File: config.mk
export PLATFORM = sky130hd
export DESIGN_NAME = drum_mixer
export DESIGN_NICKNAME = d
export VERILOG_FILES = /design/src/rtl/drum_mixer.sv
export SDC_FILE = /design/constraint.sdc
export NUM_CORES = 1
export LEC_CHECK = 0
export BUFFER_PORTS_ARGS = -buffer_cell sky130_fd_sc_hd__buf_4
export CAP_MARGIN = 30
export CORE_MARGIN = 10
export CORE_UTILIZATION = 64
export DETAILED_ROUTE_END_ITERATION = 10
export MAX_ROUTING_LAYER = met4
export PLACE_DENSITY = 0.86
export SYNTH_ARGS = -nofsm -noshare
export SYNTH_HDL_FRONTEND = slang
export SYNTH_SLANG_ARGS = --single-unit
export TNS_END_PERCENT = 30
File: constraint.sdc
create_clock -name CLOCK_50 -period 5.58 [get_ports CLOCK_50]
set_input_delay 0.837 -clock CLOCK_50 [delete_from_list [all_inputs] [get_ports CLOCK_50]]
set_output_delay 0.837 -clock CLOCK_50 [all_outputs]
set_load 0.01 [all_outputs]
File: src/rtl/drum_mixer.sv
// drum_mixer: N-channel one-shot/looping sample player with a shared ROM port,
// frame-multiplexed fetch, and a saturating mixer feeding the audio codec.
module drum_mixer #(
  parameter int unsigned CHANNELS   = 4,
  parameter int unsigned DATA_W     = 24,
  parameter int unsigned LOCAL_W    = 14,
  parameter int unsigned SAMPLE_LEN = 16384,
  parameter int unsigned DIV        = 1134,
  parameter int unsigned GAIN_SHIFT = 8,
  parameter int unsigned OUT_W      = 32
) (
  input  logic                                  CLOCK_50,
  input  logic                                  resetn,
  input  logic                                  enable,
  input  logic [CHANNELS-1:0]                   trig,
  input  logic [CHANNELS-1:0]                   loop,
  output logic [$clog2(CHANNELS)+LOCAL_W-1:0]   rom_addr,
  output logic                                  rom_rd,
  input  logic signed [DATA_W-1:0]              rom_q,
  output logic signed [OUT_W-1:0]               sound,
  output logic                                  sound_valid,
  output logic [CHANNELS-1:0]                   active
);

  localparam int unsigned IDX_W  = $clog2(CHANNELS);
  localparam int unsigned SLOT_W = (IDX_W > 0) ? IDX_W : 1;
  localparam int unsigned ADDR_W = IDX_W + LOCAL_W;
  localparam int unsigned ACC_W  = DATA_W + IDX_W;
  localparam int unsigned CNT_W  = $clog2(DIV);
  localparam int unsigned SH_W   = ACC_W + GAIN_SHIFT;
  localparam int unsigned WIDE   = ((SH_W > OUT_W) ? SH_W : OUT_W) + 1;

  localparam logic [SLOT_W-1:0]  LAST_SLOT  = SLOT_W'(CHANNELS - 1);
  localparam logic [CNT_W-1:0]   CNT_RELOAD = CNT_W'(DIV - 1);
  localparam logic [LOCAL_W-1:0] LAST_POS   = LOCAL_W'(SAMPLE_LEN - 1);
  localparam logic signed [WIDE-1:0] SAT_MAX = {{(WIDE-OUT_W+1){1'b0}}, {(OUT_W-1){1'b1}}};
  localparam logic signed [WIDE-1:0] SAT_MIN = {{(WIDE-OUT_W+1){1'b1}}, {(OUT_W-1){1'b0}}};

  typedef enum logic [1:0] {IDLE, FETCH, SUM, ADVANCE} state_t;

  state_t                    state;
  logic [CNT_W-1:0]          cnt;
  logic [SLOT_W-1:0]         slot;
  logic [LOCAL_W-1:0]        pos [CHANNELS];
  logic [CHANNELS-1:0]       lat_act;
  logic [CHANNELS-1:0]       issued;
  logic [CHANNELS-1:0]       skip;
  logic                      data_vld;
  logic [SLOT_W-1:0]         data_slot;
  logic signed [ACC_W-1:0]   acc;

  logic                      start_c;
  logic [CHANNELS-1:0]       issue_c;
  logic [SLOT_W-1:0]         issue_idx_c;
  logic signed [ACC_W-1:0]   contrib_c;
  logic signed [ACC_W-1:0]   sum_c;
  logic signed [WIDE-1:0]    wide_c;
  logic signed [OUT_W-1:0]   sat_c;

  // Frame start and which channel (if any) gets its ROM slot issued at this edge
  always_comb begin
    start_c     = enable && (cnt == '0);
    issue_c     = '0;
    issue_idx_c = '0;
    if (state == IDLE && start_c) begin
      issue_c[0] = 1'b1;
    end else if (state == FETCH && slot != LAST_SLOT) begin
      issue_idx_c          = slot + SLOT_W'(1);
      issue_c[issue_idx_c] = 1'b1;
    end
  end

  // Mix path: add the returning sample, apply gain, clamp to the output range
  always_comb begin
    contrib_c = '0;
    if (data_vld && lat_act[data_slot]) contrib_c = ACC_W'(rom_q);
    sum_c  = acc + contrib_c;
    wide_c = WIDE'(sum_c) <<< GAIN_SHIFT;
    if (wide_c > SAT_MAX)      sat_c = OUT_W'(SAT_MAX);
    else if (wide_c < SAT_MIN) sat_c = OUT_W'(SAT_MIN);
    else                       sat_c = OUT_W'(wide_c);
  end

  // Frame counter, fetch/sum/advance sequencer and per-channel trigger handling
  always_ff @(posedge CLOCK_50) begin
    if (!resetn) begin
      state       <= IDLE;
      cnt         <= CNT_RELOAD;
      slot        <= '0;
      lat_act     <= '0;
      issued      <= '0;
      skip        <= '0;
      data_vld    <= 1'b0;
      data_slot   <= '0;
      acc         <= '0;
      sound       <= '0;
      sound_valid <= 1'b0;
      active      <= '0;
      rom_addr    <= '0;
      rom_rd      <= 1'b0;
      for (int c = 0; c < CHANNELS; c++) pos[c] <= '0;
    end else begin
      sound_valid <= 1'b0;

      if (start_c)     cnt <= CNT_RELOAD;
      else if (enable) cnt <= cnt - CNT_W'(1);

      // Data for a slot returns one cycle after issue; track which slot it is
      data_vld  <= (state == FETCH);
      data_slot <= slot;
      if (data_vld) acc <= sum_c;

      if (|issue_c) begin
        rom_addr             <= ADDR_W'({issue_idx_c, pos[issue_idx_c]});
        rom_rd               <= active[issue_idx_c];
        lat_act[issue_idx_c] <= active[issue_idx_c];
      end

      case (state)
        IDLE: begin
          if (start_c) begin
            state <= FETCH;
            slot  <= '0;
            acc   <= '0;
          end
        end
        FETCH: begin
          if (slot == LAST_SLOT) begin
            state  <= SUM;
            rom_rd <= 1'b0;
          end else begin
            slot <= slot + SLOT_W'(1);
          end
        end
        SUM: begin
          sound       <= sat_c;
          sound_valid <= 1'b1;
          state       <= ADVANCE;
        end
        ADVANCE: begin
          for (int c = 0; c < CHANNELS; c++) begin
            if (lat_act[c] && !skip[c]) begin
              if (pos[c] == LAST_POS) begin
                pos[c] <= '0;
                if (!loop[c]) active[c] <= 1'b0;
              end else begin
                pos[c] <= pos[c] + LOCAL_W'(1);
              end
            end
          end
          state <= IDLE;
        end
        default: state <= IDLE;
      endcase

      // A trigger after a channel's slot was issued leaves that channel untouched by ADVANCE
      for (int c = 0; c < CHANNELS; c++) begin
        if (state == ADVANCE) begin
          issued[c] <= 1'b0;
          skip[c]   <= 1'b0;
        end else begin
          issued[c] <= issued[c] | issue_c[c];
          if (trig[c] && (issued[c] || issue_c[c])) skip[c] <= 1'b1;
        end
        if (trig[c]) begin
          active[c] <= 1'b1;
          pos[c]    <= '0;
        end
      end
    end
  end

endmodule

==> run_results.csv <==
group,metric,value,unit
outcome,status,"completed",
synthesis,synthCells,977,
timing,setup_violations,0,
power_and_ir_drop,internal-power,2.19,mW
power_and_ir_drop,p_comb_share,18.2,%
layout,seq_area,3460,sq um
placed_design,post-place-ws,1.20,ns
power_and_ir_drop,p_per_area,311,nW/um^2
routing,drt-pass1-iter-count,5,
routing,wire_per_inst,18.3,microns
synthesis,syn_nets,1053,
synthesis,synthDistinctLibCells,75,
clock_tree,path_clk_slew,0.06,ns
layout,diodes,0,
layout,area_delta_synth_final,15.9,%
synthesis,ys_warn_count,0,
timing,slew_headroom,39.3,%
clock_tree,cts_buffers,17,
power_and_ir_drop,pwr-share-seq,42.6,%
min_path,hold_path_depth,2,
worst_setup_path,worst-endpoint-arrival,4.88,ns
routing,num_vias,7520,
synthesis,syn_area,8570,sq um
power_and_ir_drop,power_frac_clock,39.1,%
layout,final_layout_size_suffix_gt1_share,14.7,%
power_and_ir_drop,leakage,3.99,nW
die,die_h,136,microns
min_path,min_from,"rom_addr[14]$_SDFFE_PN0P_",
timing,fmax,220,MHz
power_and_ir_drop,peakVddDrop,0.270,mV
synthesis,synth_edf_count,28,
die,start_util,64.9,%
timing,fin_skew,0.00881,ns
die,io_pins,89,
routing,route.detailed.drc,0,
clock_tree,clock_latency,0.43,ns
routing,vias_per_cell,6.11,
layout,nets,1117,
layout,fillers,958,
timing,finalSetupTns,0,ns
worst_setup_path,path_cells,"mux4_2, and3_1, ha_1, fa_1, a21o_1, a221oi_2, nand3_1, and4b_1, o21a_1, nor3_4, nor2_1, o31ai_1",
routing,wl,22500,microns
min_path,min_path_type,"reg -> reg",
worst_setup_path,cp_slowest_cell,"mux4_2",
routing,drt_iter0_drc,822,
power_and_ir_drop,switching_share,29.1,%
min_path,hold_path_end,"rom_addr[14]$_SDFFE_PN0P_",
layout,postLayoutCellArea,9930,sq um
worst_setup_path,reg2regPathDepth,12,
clock_tree,htreeDepth,4,
placed_design,portBuffers,88,
die,core,13200,sq um
worst_setup_path,required,5.91,ns
placed_design,dp_hpwl,15300,microns
layout,layout_commonest_cell,"dfxtp_1",
synthesis,synth_area_per_cell,8.77,sq um
clock_tree,cts_setup_buffers,0,
job,drv_cap,0,
worst_setup_path,reg2reg_slack,1.03,ns
clock_tree,postCtsHoldBufs,0,
timing,period_minus_slack,4.55,ns
global_route,grt_pass1_wl,36100,microns
layout,final_cell_mix,"130 x dfxtp_1, 121 x nor2_1, 94 x buf_4",
synthesis,seq_area_frac_synth,40.4,%
clock_tree,cts_root_buffer,"clkbuf_16",
placed_design,routabilityCongestion,0.964,
clock_tree,clock-sinks,159,
die,dieArea,18400,sq um
worst_setup_path,endpoint_kind,"flop",
layout,multi_input_area,4810,sq um
placed_design,place_area,9260,sq um
worst_setup_path,critPathTopFamily,"simple AND/OR/NAND/NOR gates",
global_route,grt_antenna_before_repair,0,
worst_setup_path,path_max_fanout,24,
die,rows,42,
timing,rsz0062_at_grt,"no",
timing,finalCritPeriodShare,81.5,%
global_route,grt_pass1_vias,7222,
worst_setup_path,r2r-start,"data_slot[0]$_SDFF_PN0_",
global_route,grt_use_total,24.8,%
global_route,grt-ovfl-total,0,
global_route,grt_max_degree,77,
worst_setup_path,max_stage_delay,0.73,ns
synthesis,ys.flop_type,"dfxtp_1",
power_and_ir_drop,p_sw,0.899,mW
worst_setup_path,critical_path_class,"reg -> reg",
synthesis,synth-seq-cells,159,
worst_setup_path,startpoint_type,"flop",
timing,setup_ws,1.03,ns
clock_tree,cts_resized,0,
worst_setup_path,r2r_end,"sound[29]$_SDFFE_PN0P_",
timing,drv_slew,0,
worst_setup_path,cp_num_buf_inv,0,
clock_tree,cts_tree,"built",
routing,ant_nets,0,
clock_tree,ctsLongestPathBuffers,2,
die,die_w,136,microns
timing,finalHoldViolations,0,
timing,worst_slew_pin_slew,0.911,ns
synthesis,async_reset_ff_share,0,%
cell type report:
cell class | count | share of cell area (%)
sequential | 159 | 34.9
clock inverter | 12 | 1.30
tap | 176 | 2.22
timing repair buffer | 96 | 7.59
clock buffer | 20 | 4.93
multi-input combinational | 749 | 48.4
inverter | 18 | 0.680
kinds of logic after synthesis:
| logic type | Yosys count | share of synthesized area (%) |
|---|---|---|
| adder cells (fa/ha/maj) | 41 | 6.08 |
| XOR/XNOR | 77 | 8.09 |
| AO/OA/AOI/OAI | 261 | 19.1 |
| multiplexers | 25 | 3.08 |
| flip-flops | 159 | 40.4 |
| AND/OR/NAND/NOR | 345 | 19.6 |
| buffers and inverters | 69 | 3.64 |
registers in the layout, indices dropped and copies added (netlist names):
register     flops
acc             26
active           4
cnt             11
data_slot        2
data_vld         1
issued           4
lat_act          4
pos             56
rom_addr        16
rom_rd           1
skip             4
slot             2
sound           25
sound_valid      1
state            2
routing by layer:
metal | up-vias | routed length (microns) | GRT usage, %
met5 | - | 0 | -
met4 | 0 | 586 | 10.5
met3 | 52 | 1500 | 5.38
met2 | 283 | 10700 | 38.4
met1 | 3553 | 9700 | 30.7
li1 | 3632 | - | -
Yosys cell counts, drive strengths merged, types with 12 or more instances:
master	instances	share of area (%)
a21oi	80	4.7
a22oi	12	1.1
a31oi	12	0.95
and2	12	0.88
and3	44	3.2
buf	18	1.4
clkbuf	33	1.5
dfxtp	131	31
edfxtp	28	9.8
ha	40	5.8
inv	18	0.79
mux2i	23	2.7
nand2	78	3.4
nand3	36	2.1
nor2	123	5.4
o21ai	75	4.4
xnor2	36	3.9
xor2	41	4.2
metrics by stage:
step	std cells	power, mW	utilization, %	hold slack, ns
6_report	1230	3.09	75.3	0.475
5_1_grt	1230	3.20	75.3	0.500
4_1_cts	1228	3.08	74.9	0.477
3_5_place_dp	1196	1.88	70.2	0.467
3_3_place_gp	1196	1.86	70.2	0.457
2_1_floorplan	977	1.66	-	0.440
power groups by stage:
stage / clock network (mW) / logic (mW) / registers, mW
final: 1.21 / 0.563 / 1.32
after global routing: 1.26 / 0.611 / 1.32
after CTS: 1.21 / 0.528 / 1.34
after detailed placement: 0 / 0.518 / 1.36
after global placement: 0 / 0.504 / 1.36
after floorplan: 0 / 0.312 / 1.34
worst max-delay path by stage:
stage	from	end	slack, ns	cells after the start
floorplan	data_slot[0]$_SDFF_PN0_	sound[13]$_SDFFE_PN0P_	2.00	14
global placement	data_slot[0]$_SDFF_PN0_	sound[17]$_SDFFE_PN0P_	1.36	13
detailed placement	data_slot[0]$_SDFF_PN0_	sound[16]$_SDFFE_PN0P_	1.20	13
CTS	data_slot[0]$_SDFF_PN0_	sound[29]$_SDFFE_PN0P_	1.07	12
global route	data_slot[0]$_SDFF_PN0_	sound[29]$_SDFFE_PN0P_	0.78	12
finish	data_slot[0]$_SDFF_PN0_	sound[29]$_SDFFE_PN0P_	1.03	12
worst register-to-register path, delay by kind of cell, from the launching register on:
family          cells  cell delay [ns]
mux                 1             0.73
compound gates      4             1.13
simple gates        5             1.63
fa+ha+maj           2             0.63
flops               1             0.33
No activity file was read; power rests on OpenSTA's default activity.
